$ cat src/rtl/tw_pkg.sv
// Shared constants, FSM state type and bit-reverse helper for the twiddle generator.
package tw_pkg;

  localparam int TW_W    = 12;
  localparam int TW_Q    = 3329;
  localparam int TW_ROOT = 2580;

  typedef enum logic [1:0] {
    IDLE   = 2'd0,
    MUL    = 2'd1,
    WAIT   = 2'd2,
    STREAM = 2'd3
  } tw_state_e;

  // Reverses the low `bits` bits of v; higher bits of the result are zero.
  function automatic logic [3:0] bitrev(input logic [3:0] v, input int bits);
    logic [3:0] r;
    r = '0;
    for (int i = 0; i < 4; i++) begin
      if (i < bits) r[bits-1-i] = v[i];
    end
    return r;
  endfunction

endpackage

$ cat src/rtl/tw_table.sv
// Twiddle storage: one synchronous write port, one combinational read port, no reset.
module tw_table #(
  parameter int DEPTH = 8,
  parameter int W     = 12,
  parameter int AW    = $clog2(DEPTH)
) (
  input  logic          clock,
  input  logic          we,
  input  logic [AW-1:0] waddr,
  input  logic [W-1:0]  wdata,
  input  logic [AW-1:0] raddr,
  output logic [W-1:0]  rdata
);

  logic [W-1:0] mem [DEPTH];

  always_ff @(posedge clock) begin
    if (we) mem[waddr] <= wdata;
  end

  assign rdata = mem[raddr];

endmodule

$ cat src/rtl/tw_seq_gen.sv
// Twiddle-sequence generator: builds w^0..w^(N_PTS-1) through an external mod-Q reducer, then streams them.
// Define TW_BITREV_EN to stream in bit-reversed index order instead of natural order.
module tw_seq_gen
  import tw_pkg::*;
#(
  parameter int N_PTS = 8,
  parameter int n     = 25,
  parameter int Q     = TW_Q,
  parameter int ROOT  = TW_ROOT
) (
  input  logic                      clock,
  input  logic                      reset,
  input  logic                      gen_start,
  output logic                      red_req,
  output logic [n-1:0]              red_op,
  input  logic                      red_done,
  input  logic [n-1:0]              red_res,
  output logic                      tw_valid,
  input  logic                      tw_ready,
  output logic [TW_W-1:0]           tw_data,
  output logic [$clog2(N_PTS)-1:0]  tw_idx,
  output logic                      busy,
  output logic                      done,
  output logic                      err
);

  localparam int            IW     = $clog2(N_PTS);
  localparam logic [IW-1:0] K_LAST = IW'(N_PTS - 1);
  localparam logic [n-1:0]  ROOT_N = n'(ROOT);
  localparam logic [n-1:0]  Q_N    = n'(Q);

  tw_state_e         state_reg;
  logic [IW-1:0]     k_reg;
  logic [IW-1:0]     rd_ptr_reg;
  logic [n-1:0]      red_op_reg;
  logic              tw_valid_reg;
  logic [TW_W-1:0]   tw_data_reg;
  logic [IW-1:0]     tw_idx_reg;
  logic              done_reg;
  logic              err_reg;

  logic              tbl_we;
  logic [IW-1:0]     tbl_waddr;
  logic [TW_W-1:0]   tbl_wdata;
  logic [IW-1:0]     ptr_next;
  logic [IW-1:0]     tbl_raddr;
  logic [TW_W-1:0]   tbl_rdata;

  function automatic logic [IW-1:0] addr_of(input logic [IW-1:0] p);
`ifdef TW_BITREV_EN
    logic [3:0] t;
    t = bitrev(4'(p), IW);
    return t[IW-1:0];
`else
    return p;
`endif
  endfunction

  // Table write: entry 0 is seeded with 1 at start, the rest come from reducer completions.
  always_comb begin
    tbl_we    = 1'b0;
    tbl_waddr = '0;
    tbl_wdata = '0;
    if (state_reg == IDLE && gen_start) begin
      tbl_we    = 1'b1;
      tbl_wdata = TW_W'(1);
    end else if (state_reg == WAIT && red_done) begin
      tbl_we    = 1'b1;
      tbl_waddr = k_reg;
      tbl_wdata = red_res[TW_W-1:0];
    end
  end

  // Read address looks one beat ahead so the stream outputs can be registered.
  always_comb begin
    ptr_next  = (state_reg == STREAM) ? rd_ptr_reg + IW'(1) : '0;
    tbl_raddr = addr_of(ptr_next);
  end

  tw_table #(
    .DEPTH (N_PTS),
    .W     (TW_W),
    .AW    (IW)
  ) u_table (
    .clock (clock),
    .we    (tbl_we),
    .waddr (tbl_waddr),
    .wdata (tbl_wdata),
    .raddr (tbl_raddr),
    .rdata (tbl_rdata)
  );

  always_ff @(posedge clock) begin
    if (reset) begin
      state_reg    <= IDLE;
      k_reg        <= '0;
      rd_ptr_reg   <= '0;
      red_op_reg   <= '0;
      tw_valid_reg <= 1'b0;
      tw_data_reg  <= '0;
      tw_idx_reg   <= '0;
      done_reg     <= 1'b0;
      err_reg      <= 1'b0;
    end else begin
      done_reg <= 1'b0;
      unique case (state_reg)
        IDLE: begin
          if (gen_start) begin
            // cur = 1, so the first operand is ROOT itself.
            red_op_reg <= ROOT_N;
            k_reg      <= IW'(1);
            state_reg  <= MUL;
          end
        end
        MUL: begin
          state_reg <= WAIT;
        end
        WAIT: begin
          if (red_done) begin
            if (red_res >= Q_N) err_reg <= 1'b1;
            if (k_reg == K_LAST) begin
              rd_ptr_reg   <= '0;
              tw_valid_reg <= 1'b1;
              tw_idx_reg   <= tbl_raddr;
              tw_data_reg  <= tbl_rdata;
              state_reg    <= STREAM;
            end else begin
              k_reg      <= k_reg + IW'(1);
              red_op_reg <= red_res * ROOT_N;
              state_reg  <= MUL;
            end
          end
        end
        STREAM: begin
          if (tw_ready) begin
            rd_ptr_reg <= ptr_next;
            if (rd_ptr_reg == K_LAST) begin
              tw_valid_reg <= 1'b0;
              tw_data_reg  <= '0;
              tw_idx_reg   <= '0;
              done_reg     <= 1'b1;
              state_reg    <= IDLE;
            end else begin
              tw_idx_reg  <= tbl_raddr;
              tw_data_reg <= tbl_rdata;
            end
          end
        end
        default: state_reg <= IDLE;
      endcase
    end
  end

  assign red_req  = (state_reg == MUL);
  assign busy     = (state_reg != IDLE);
  assign red_op   = red_op_reg;
  assign tw_valid = tw_valid_reg;
  assign tw_data  = tw_data_reg;
  assign tw_idx   = tw_idx_reg;
  assign done     = done_reg;
  assign err      = err_reg;

endmodule

$ cat config.mk
export PLATFORM = sky130hd
export DESIGN_NAME = tw_seq_gen
export DESIGN_NICKNAME = d
export VERILOG_FILES = /design/src/rtl/tw_pkg.sv /design/src/rtl/tw_table.sv /design/src/rtl/tw_seq_gen.sv
export SDC_FILE = /design/constraint.sdc
export NUM_CORES = 1
export LEC_CHECK = 0
export ABC_AREA = 1
export CORE_MARGIN = 5
export CORE_UTILIZATION = 63
export DETAILED_ROUTE_END_ITERATION = 6
export PLACE_DENSITY_LB_ADDON = 0.2
export SKIP_CTS_REPAIR_TIMING = 1
export SYNTH_ARGS = -nofsm -noshare
export SYNTH_HDL_FRONTEND = slang
export SYNTH_SLANG_ARGS = --single-unit
$ cat constraint.sdc
create_clock -name clock -period 6.3 [get_ports clock]
set_input_delay 1.26 -clock clock [delete_from_list [all_inputs] [get_ports clock]]
set_output_delay 1.26 -clock clock [all_outputs]
set_load 0.05 [all_outputs]
======== After elaboration in Yosys (flattened, before gate mapping) ========
Memory sizes are Yosys's and may differ from the RTL's.
Cells that the tools add are included.
word-level totals
  bits in latches ......................... 0
  word-level logic and storage cells ...... 82
  flip-flop bits (word level) ............. 51
  memory bits (read-only) ................. 0
  input bits .............................. 30
  output and inout bits ................... 45
  memories ................................ 1
  RAM bits ................................ 96
cells by class
  multiplexer cells ....................... 43
  eq/ne operators ......................... 11
  multiply operators ...................... 1
  reductions and logical operators ........ 12
  bitwise gates (word level) .............. 2
  order comparisons ....................... 1
  add/sub/neg operators ................... 2
  divide/modulo/power cells ............... 0
  shift operators ......................... 0
memory list
  memory       depth  bits a word  read ports  clocked after Yosys merged registers in  write ports  line            source
  u_table.mem  8      12           1           0                                        1            tw_table.sv:15  logic [W-1:0] mem [DEPTH];
operators with widths
  operator                                                count
  two-way mux 25 bit                                      3
  two-way mux 12 bit                                      6
  one-hot mux 25 bit (2 select lines)                     1
  two-way mux 3 bit                                       13
  >= comparator 25 x 12 -> 1 bit (second input constant)  1
  multiplier 25 x 10 -> 23 bit (second input constant)    1
  one-hot mux 12 bit (2 select lines)                     1
  one-hot mux 3 bit (2 select lines)                      3
  AND reduction 4 bit                                     3
  two-way mux 2 bit                                       5
  two-way mux 1 bit                                       9
  != test 2 bit (second input constant)                   4
  one-hot mux 2 bit (4 select lines)                      1
  adder 3 x 1 -> 3 bit (second input constant)            2
  == test 3 bit (second input constant)                   2
  nonzero test 2 bit                                      3
  AND reduction 5 bit                                     1
  == test 2 bit (second input constant)                   2
  != test 2 x 1 -> 1 bit (second input constant)          2
  AND reduction 3 bit                                     1
  OR reduction 3 bit                                      1
  == test 2 x 1 -> 1 bit (second input constant)          1
  logical AND 1 bit                                       2
  logical NOT 2 bit                                       1
  2 further kinds                                         3

======== Depth between registers and ports, before layout ========
  word-level depth ........................ 6
  gate-level depth with buffers ........... 21
  mapped depth without buffers ............ 21

======== By module ========
A second synthesis with hierarchy kept.
second synthesis, totals
  cells, all modules ...................... 1117
  area, all modules ....................... 8997.4 µm²
by module, submodules not included
  module      cells each  area each (µm²)  seq. area each (µm²)  times used
  tw_seq_gen  684         4758.3           980.9                 1
  tw_table    433         4239.1           2882.8                1

======== Worst setup path before layout ========
Ideal clock, no wire load.
  kind .................................... input-to-reg
  start point ............................. input red_res[4]
  end point ............................... register red_op_reg[24], in the netlist red_op[24]
  path buffers ............................ 0
  path slack .............................. 1.771 ns
  required time ........................... 6.168 ns
  setup time .............................. 0.132 ns
  stages on the path ...................... 20
  data arrival time ....................... 4.397 ns
  path through ............................ ha_1 ha_1 inv_1 fa_1 inv_1 ha_1 inv_1 fa_1 inv_1 ha_1 nand2_1 inv_1 a21oi_1 nand2_1 nand2_1 nand2_1 nor2_1 nand2_1 nand3_1 a21oi_1
between the ends
  word-level cells in the longest chain between the ends .. 4
RTL lines
  element                              line               source
  from (decl)                          tw_seq_gen.sv:17   input logic [n-1:0] red_res,
  multiplier 25 x 10 -> 23 bit         tw_seq_gen.sv:129  red_op_reg <= red_res * ROOT_N;
  two-way mux 25 bit                   tw_seq_gen.sv:121  if (k_reg == K_LAST) begin
  two-way mux 25 bit                   tw_seq_gen.sv:119  if (red_done) begin
  one-hot mux 25 bit (2 select lines)  tw_seq_gen.sv:106  unique case (state_reg)
  to (signal assigned)                 tw_seq_gen.sv:129
  to (decl)                            tw_seq_gen.sv:35   logic [n-1:0] red_op_reg;
No other way between the ends. The select of a mux whose other input is x is not followed.
A chain may end at the register's enable or synchronous reset.

======== Final worst setup path ========
  start point ............................. input red_res[6]
  end point ............................... register red_op_reg[23], in the netlist red_op[23]
The elaborated chain is that of the path after synthesis.

==> flow_summary_export.csv <==
group,metric,value,unit
timing,hold_violations,0,
setup_path,end_kind,"flop",
synth,synth_top_area_share,34.46,%
grt,antenna_found_initial,0,
floorplanning,dieWidth,125.2,um
floorplanning,rows,42,
layout,synthToLayoutAreaGrowth,17.47,%
setup_path,start_kind,"input pin",
clock_network,path_clk_slew,60,ps
clock_network,htreeDepth,4,
setup_path,r2r_cells,7,
floorplanning,ios,75,
synth,synth_top_family_by_area,"simple AND/OR/NAND/NOR gates",
setup_path,worstPathRequired,6610,ps
floorplanning,core_area,13140,um2
placement,port_buffers,72,
setup_path,rr_endpoint,"u_table.mem[5][8]$_DFFE_PP_",
job,max_cap_viol_count,0,
setup_path,path_buf_inv,6,
grt,grt_overflow,0,
timing,tightest_slew,1184,ps
power,clock_power_share,32.4,%
setup_path,critPathTopFamily,"adder cells",
drt,drc,0,
floorplanning,dieHeight,125.2,um
power,sw_frac_of_total,36.65,%
clock_network,clockBufferDepth,2,
grt,grt_first_pass_wirelength,33.80,mm
setup_path,crit_type,"input pin to flop",
power,power_frac_seq,33.7,%
synth,synth_compound_area_share,9.841,%
grt,track_usage,27.50,%
power,power_switching,1.156,mW
timing,tns,0,ps
timing,max_freq,195.7,MHz
setup_path,path_common_cell,"inv_1",
synth,synth_xor_area_share,0.6282,%
synth,synth.area.top_cells,"edfxtp_1 34%, dfxtp_1 12%, ha_1 9.6%",
setup_path,critPathMaxStageDelay,610,ps
clock_network,numCtsBuffers,17,
timing,drv_slew,0,
synth,yosys.area.top_type,"edfxtp_1",
synth,postSynthCellCount,933,
worst_hold_path,min_path_type,"flop to flop",
synth,synth_edf_count,96,
clock_network,clk_latency,430,ps
outcome,outcome,"completed",
synth,ys_types,42,
setup_path,cp_cell_sequence,"clkdlybuf4s50_1 -> ha_1 -> ha_1 -> inv_1 -> fa_1 -> inv_1 -> ha_1 -> inv_1 -> fa_1 -> inv_1 -> ha_1 -> nand2_1 -> inv_1 -> nand2_1 -> nor2_1 -> nand4_1 -> nand3_1 -> nand2_1 -> nand3_1 -> a21oi_1",
timing,clock_skew,6.762,ps
power,p_leak,4.207,nW
synth,synth_seq_area_share,46.19,%
timing,timing.final.crit_share,81.12,%
clock_network,cts_root_buf,"clkbuf_16",
setup_path,r2r_slack,3280,ps
clock_network,cts_tree,"yes",
power,peakVddDrop,0.2392,mV
placement,placedCellCount,1161,
layout,instances_no_fill,1193,
floorplanning,start_util,63.68,%
timing,period_needed,5111,ps
synth,synth_flop_cell,"edfxtp_1",
drt,drtAntennaViolNets,0,
worst_hold_path,hp-start,"red_op[3]$_SDFFE_PP0P_",
drt,routed_wl,20.95,mm
layout,layout-drive-gt1-share,6.195,%
layout,fillers,922,
layout,diodes,0,
placement,detailedPlacementHpwl,14.90,mm
drt,drtIter0Drc,541,
timing,setup_viol,0,
timing,relSlewSlack,20.77,%
grt,grt_max_degree,51,
synth,syn_area_per_cell,8.966,um2
drt,vias,6712,
timing,rsz0062_at_grt,"no",
drt,wl_per_cell,17.56,um
drt,first_pass_iters,5,
layout,largest_reg_flops,96,
power,cellPowerDensity,321.0,nW/um2
setup_path,crit_fanout,4,
power,p_int,1.998,mW
clock_network,cts_sinks,145,
timing,hold_ws,463.7,ps
floorplanning,dieArea,15680,um2
placement,place.gp.congestion,0.9625,
synth,synthAdderAreaFrac,16.03,%
setup_path,slowest_stage,"clkdlybuf4s50_1",
synth,synthSimpleGateAreaFrac,19.10,%
setup_path,timing.rr.start,"state_reg[0]$_SDFFE_PP0P_",
synth,yosys_warnings,0,
worst_hold_path,hold_path_depth,2,
power,comb_power_share,33.9,%
placement,dpl_cell_area,9221,um2
worst_hold_path,min_to,"red_op[3]$_SDFFE_PP0P_",
layout,stdcell_area,9827,um2
setup_path,cp.arrival,5420,ps
synth,synthArstFlopShare,0,%
synth,syn-cell-area,8366,um2
synth,synth_mux_area_share,0,%
drt,vias_per_cell,5.626,
synth,synth-seq-cells,145,
layout,nNetsFinal,1125,
grt,grt_pass1_vias,6743,
[area by class of cell]
class / count / area (um2) / area share (%)
Timing Repair Buffer: 80 / 780.7 / 7.945
Clock inverter: 14 / 155.1 / 1.579
Sequential cell: 145 / 3864 / 39.32
Inverter: 142 / 534.3 / 5.437
Multi-Input combinational cell: 618 / 3822 / 38.90
Tap cell: 176 / 220.2 / 2.241
Clock buffer: 18 / 450.4 / 4.584
[cells in the mapped netlist, drive strengths merged, types with 4 or more instances]
| library cell | count |
|---|---|
| nand2 | 204 |
| inv | 140 |
| edfxtp | 96 |
| nor2 | 87 |
| a21oi | 65 |
| ha | 64 |
| nand3 | 55 |
| o21ai | 52 |
| dfxtp | 49 |
| fa | 27 |
| buf | 17 |
| clkbuf | 12 |
| o221ai | 12 |
| nand4 | 11 |
| nor3 | 9 |
| o22ai | 6 |
| nand3b | 4 |
| o211ai | 4 |
| xnor2 | 4 |
[placed cells by master, fill, tap and decap left out, drive strengths merged, types with 2 or more instances in the layout]
cell type | Yosys | final
nor2 | 87 | 87
o21bai | 2 | 2
inv | 140 | 151
o22ai | 6 | 6
o21ai | 52 | 52
conb | 1 | 2
o221ai | 12 | 12
clkdlybuf4s50 | 0 | 72
nor3 | 9 | 9
nand4 | 11 | 11
nand3 | 55 | 55
fa | 27 | 27
a32oi | 2 | 2
buf | 17 | 8
a21oi | 65 | 65
edfxtp | 96 | 96
clkbuf | 12 | 18
o211ai | 4 | 4
clkinv | 2 | 3
nor4 | 2 | 2
xnor2 | 4 | 4
nand2 | 204 | 204
xor2 | 2 | 2
dfxtp | 49 | 49
nand3b | 4 | 4
ha | 64 | 64
[worst register-to-register path, stage by stage, from the launching register on]
cell and delay (ps):
dfxtp_1 390, inv_2 130, nand2_1 60, nor2_1 210, clkinv_1 420, nor2_1 380
inv_1 120, nor2_1 920
[power by group through the flow]
stage | combinational [mW] | clock [mW] | sequential [mW]
floorplan | 0.716 | 0 | 1.13
global placement | 1.04 | 0 | 1.08
detailed placement | 1.05 | 0 | 1.08
CTS | 1.06 | 1.03 | 1.06
global route | 1.21 | 1.08 | 1.06
finish | 1.07 | 1.02 | 1.06
[worst max-delay path by stage]
stage / start / end / depth (start not counted)
finish: red_res[6] / red_op[23]$_SDFFE_PP0P_ / 20
global route: red_res[5] / red_op[24]$_SDFFE_PP0P_ / 21
CTS: red_res[5] / red_op[21]$_SDFFE_PP0P_ / 20
detailed placement: red_res[5] / red_op[21]$_SDFFE_PP0P_ / 20
global placement: red_res[6] / red_op[24]$_SDFFE_PP0P_ / 21
floorplan: red_res[4] / red_op[24]$_SDFFE_PP0P_ / 20
[layer usage]
layer / GRT usage, % / vias to the layer above / share of wire, %
met5: 0 / - / 0
met4: 15.05 / 0 / 5.0
met3: 5.458 / 79 / 5.8
met2: 48.34 / 254 / 51
met1: 31.53 / 3128 / 38
li1: - / 3251 / -
[metrics by stage]
stage	setup WS, ps	power [mW]	util [%]
final	1190	3.154	74.80
after global routing	929.3	3.353	74.80
after CTS	1223	3.155	74.80
after detailed placement	788.1	2.133	70.19
after global placement	820.8	2.125	70.19
after floorplan	1771	1.850	-
[logic make-up after synthesis]
group,count (synthesis)
xor gates and xnor gates,6
other,1
AOI/OAI and AO/OA,145
buffers and inverters,171
and+or+nand+nor,374
DFF,145
adders and majority gates,91
Note: power is estimated with default switching activity, not from simulation.
==> RTL edit, RTL diff (config.mk and constraints unchanged) <==
Change the parameter `N_PTS` from 8 to 4.
--- a/src/rtl/tw_seq_gen.sv
+++ b/src/rtl/tw_seq_gen.sv
@@ -4,5 +4,5 @@
   import tw_pkg::*;
 #(
-  parameter int N_PTS = 8,
+  parameter int N_PTS = 4,
   parameter int n     = 25,
   parameter int Q     = TW_Q,
Ports: changed (resized tw_idx); port bits go from 75 to 74. No check against the original RTL was run, so the function may have changed too.
==> RTL edit against the original RTL <==
- area after synthesis shrank 24%
- synthesized cell count shrank 19%
- power shrank 37%
- sequential cell count shrank 51
- wire length shrank 30%
- clock skew grew 0.0083 ns
- core utilization grew 0.19 points
- first-iteration DRC count shrank 45%
- worst setup slack gained 0.0034 ns
- final area shrank 25%
- sequential share of layout area shrank 7.1 points
- worst hold slack gained 0.0040 ns
- via count shrank 23%
==> RTL edit: results (changes against the original RTL) <==
----------------------------------------------------
[Global route]
  Global-route track usage on met1 ... 29.41% (-2.1 points)
  Vias in the first global route ... 5305 (-21%)
  GRT met3 Usage ... 4.718% (-0.74 points)
  Largest net degree at the start of global routing ... 42 (-18%)
  Total global routing track utilization ... 26.08% (-1.4 points)
  First-pass GRT wire length ... 24430 um (-28%)
  Met2 usage ... 47.92% (-0.42 points)

[Place]
  Post-DP HPWL ... 11900 um (-20%)
  Post-Place Setup Slack ... 0.8374 ns (+0.04929 ns)
  # port buffers ... 71 (-1.4%)
  Final RePlAce weighted congestion ... 0.9074 (-5.7%)

[Logic synthesis]
  Post-synth top cells ... 135 x sky130_fd_sc_hd__nand2_1, 126 x sky130_fd_sc_hd__inv_1, 67 x sky130_fd_sc_hd__nor2_1, 62 x sky130_fd_sc_hd__ha_1, 48 x sky130_fd_sc_hd__edfxtp_1
  Async S/R FF share, synth ... 0% (unchanged)
  Number of enable flip-flop cells after synthesis ... 48 (-50%)
  Number of library cell types mapped by synthesis ... 41 (-2.4%)
  Largest cells by area after synthesis ... sky130_fd_sc_hd__edfxtp_1 23%, sky130_fd_sc_hd__dfxtp_1 15%, sky130_fd_sc_hd__ha_1 12%

[Drt]
  Met3 routed WL ... 645 um (-47%)
  Number of vias per cell after detailed routing ... 5.385 (-4.3%)
  Initial DRC count ... 298 (-45%)
  Met2 layer wire length in the routed design ... 7760 um (-28%)
  Routed length on met1 ... 5693 um (-28%)
  First-pass DRT Iterations ... 4 (-1)
  Routed WL per cell ... 15.28 um (-13%)

[Finish]
  Filler cell count in the final layout ... 734 (-20%)
  Flip-flop count of the largest register, all copies and words added ... 48 (-50%)
  Fin nets ... 937 (-17%)
  Layout cells sized above 1 ... 8.019% (+1.8 points)

[Power and ir drop]
  Peak supply drop ... 0.2691 mV (+13%)
  Leakage power of the design ... 3.243 nW (-23%)

[Min path]
  Hold EP ... tw_data[11]
  Hold wc startpoint ... tw_data[11]

[Clocking]
  Clock transition at the registers of the reported paths ... 0.09 ns (+0.03 ns)
  Total number of H-tree levels ... 3 (-1)
  Root buffer cell ... sky130_fd_sc_hd__clkbuf_8
  Cts bufs inserted ... 9 (-8)
  Clk Latency, worst-skew pair ... 0.37 ns (-0.06 ns)

[STA]
  Worst slew margin ... 25.13% (+4.4 points)
  Setup clock skew after layout ... 0.01503 ns (+0.008267 ns)
  Worst Hold Margin ... 0.4677 ns (+0.003983 ns)

[Worst setup path]
  Biggest fanout along the worst timing path ... 5 (+1)
  R2r setup slk ... 3.76 ns (+0.48 ns)
  Arrival time of the worst setup path ... 5.35 ns (-0.07 ns)
  Worst R2R End ... u_table.mem[2][9]
  Launching instance or port of the critical path ... red_res[5]
  Crit path to ... red_op[19]

[Outcome]
  Result of the run ... complete, no violations

----------------------------------------------------
RTL edit: area by class of cell:
cell class,count,area (um2),share of cell area [%]
clock buffer,12,166.4,2.270
clock inverter,4,26.28,0.3585
inverter,135,509.2,6.948
multi-input combinational,505,3373,46.02
sequential,94,2362,32.23
tap,133,166.4,2.270
timing repair buffer,73,725.7,9.901
RTL edit: worst reg2reg max path, cell delays in order, from the launching register on:
cell                      delay, ns
sky130_fd_sc_hd__dfxtp_1       0.36
sky130_fd_sc_hd__inv_2         0.13
sky130_fd_sc_hd__nand2_2       0.10
sky130_fd_sc_hd__nor2_1        0.19
sky130_fd_sc_hd__inv_1         0.27
sky130_fd_sc_hd__nor2_1        0.19
sky130_fd_sc_hd__inv_1         0.08
sky130_fd_sc_hd__nor2_1        0.82
RTL edit: metrics by stage:
step | util [%] | std cells | cell area (um2) | power, mW
2_1_floorplan | - | 754 | 6346 | 1.359
4_1_cts | 74.99 | 956 | 7330 | 1.985
3_3_place_gp | 73.02 | 940 | 7137 | 1.580
6_report | 74.99 | 956 | 7330 | 1.974
5_1_grt | 74.99 | 956 | 7330 | 2.146
3_5_place_dp | 73.02 | 940 | 7137 | 1.597
RTL edit: power breakdown:
part | total, mW | switching [mW] | leakage (nW) | internal (mW)
clock | 0.387 | 0.208 | 0.103 | 0.180
sequential | 0.666 | 0.00829 | 0.826 | 0.657
combinational | 0.921 | 0.595 | 2.31 | 0.326
RTL edit: cell families after synthesis:
family          after synthesis  synth area share, %
simple gates                275                18.98
buf+inv                     155                9.627
compound gates              132                12.37
flops                        94                37.25
fa+ha+maj                    89                20.75
xor+xnor                      7               0.9667
other cells                   1              0.05913
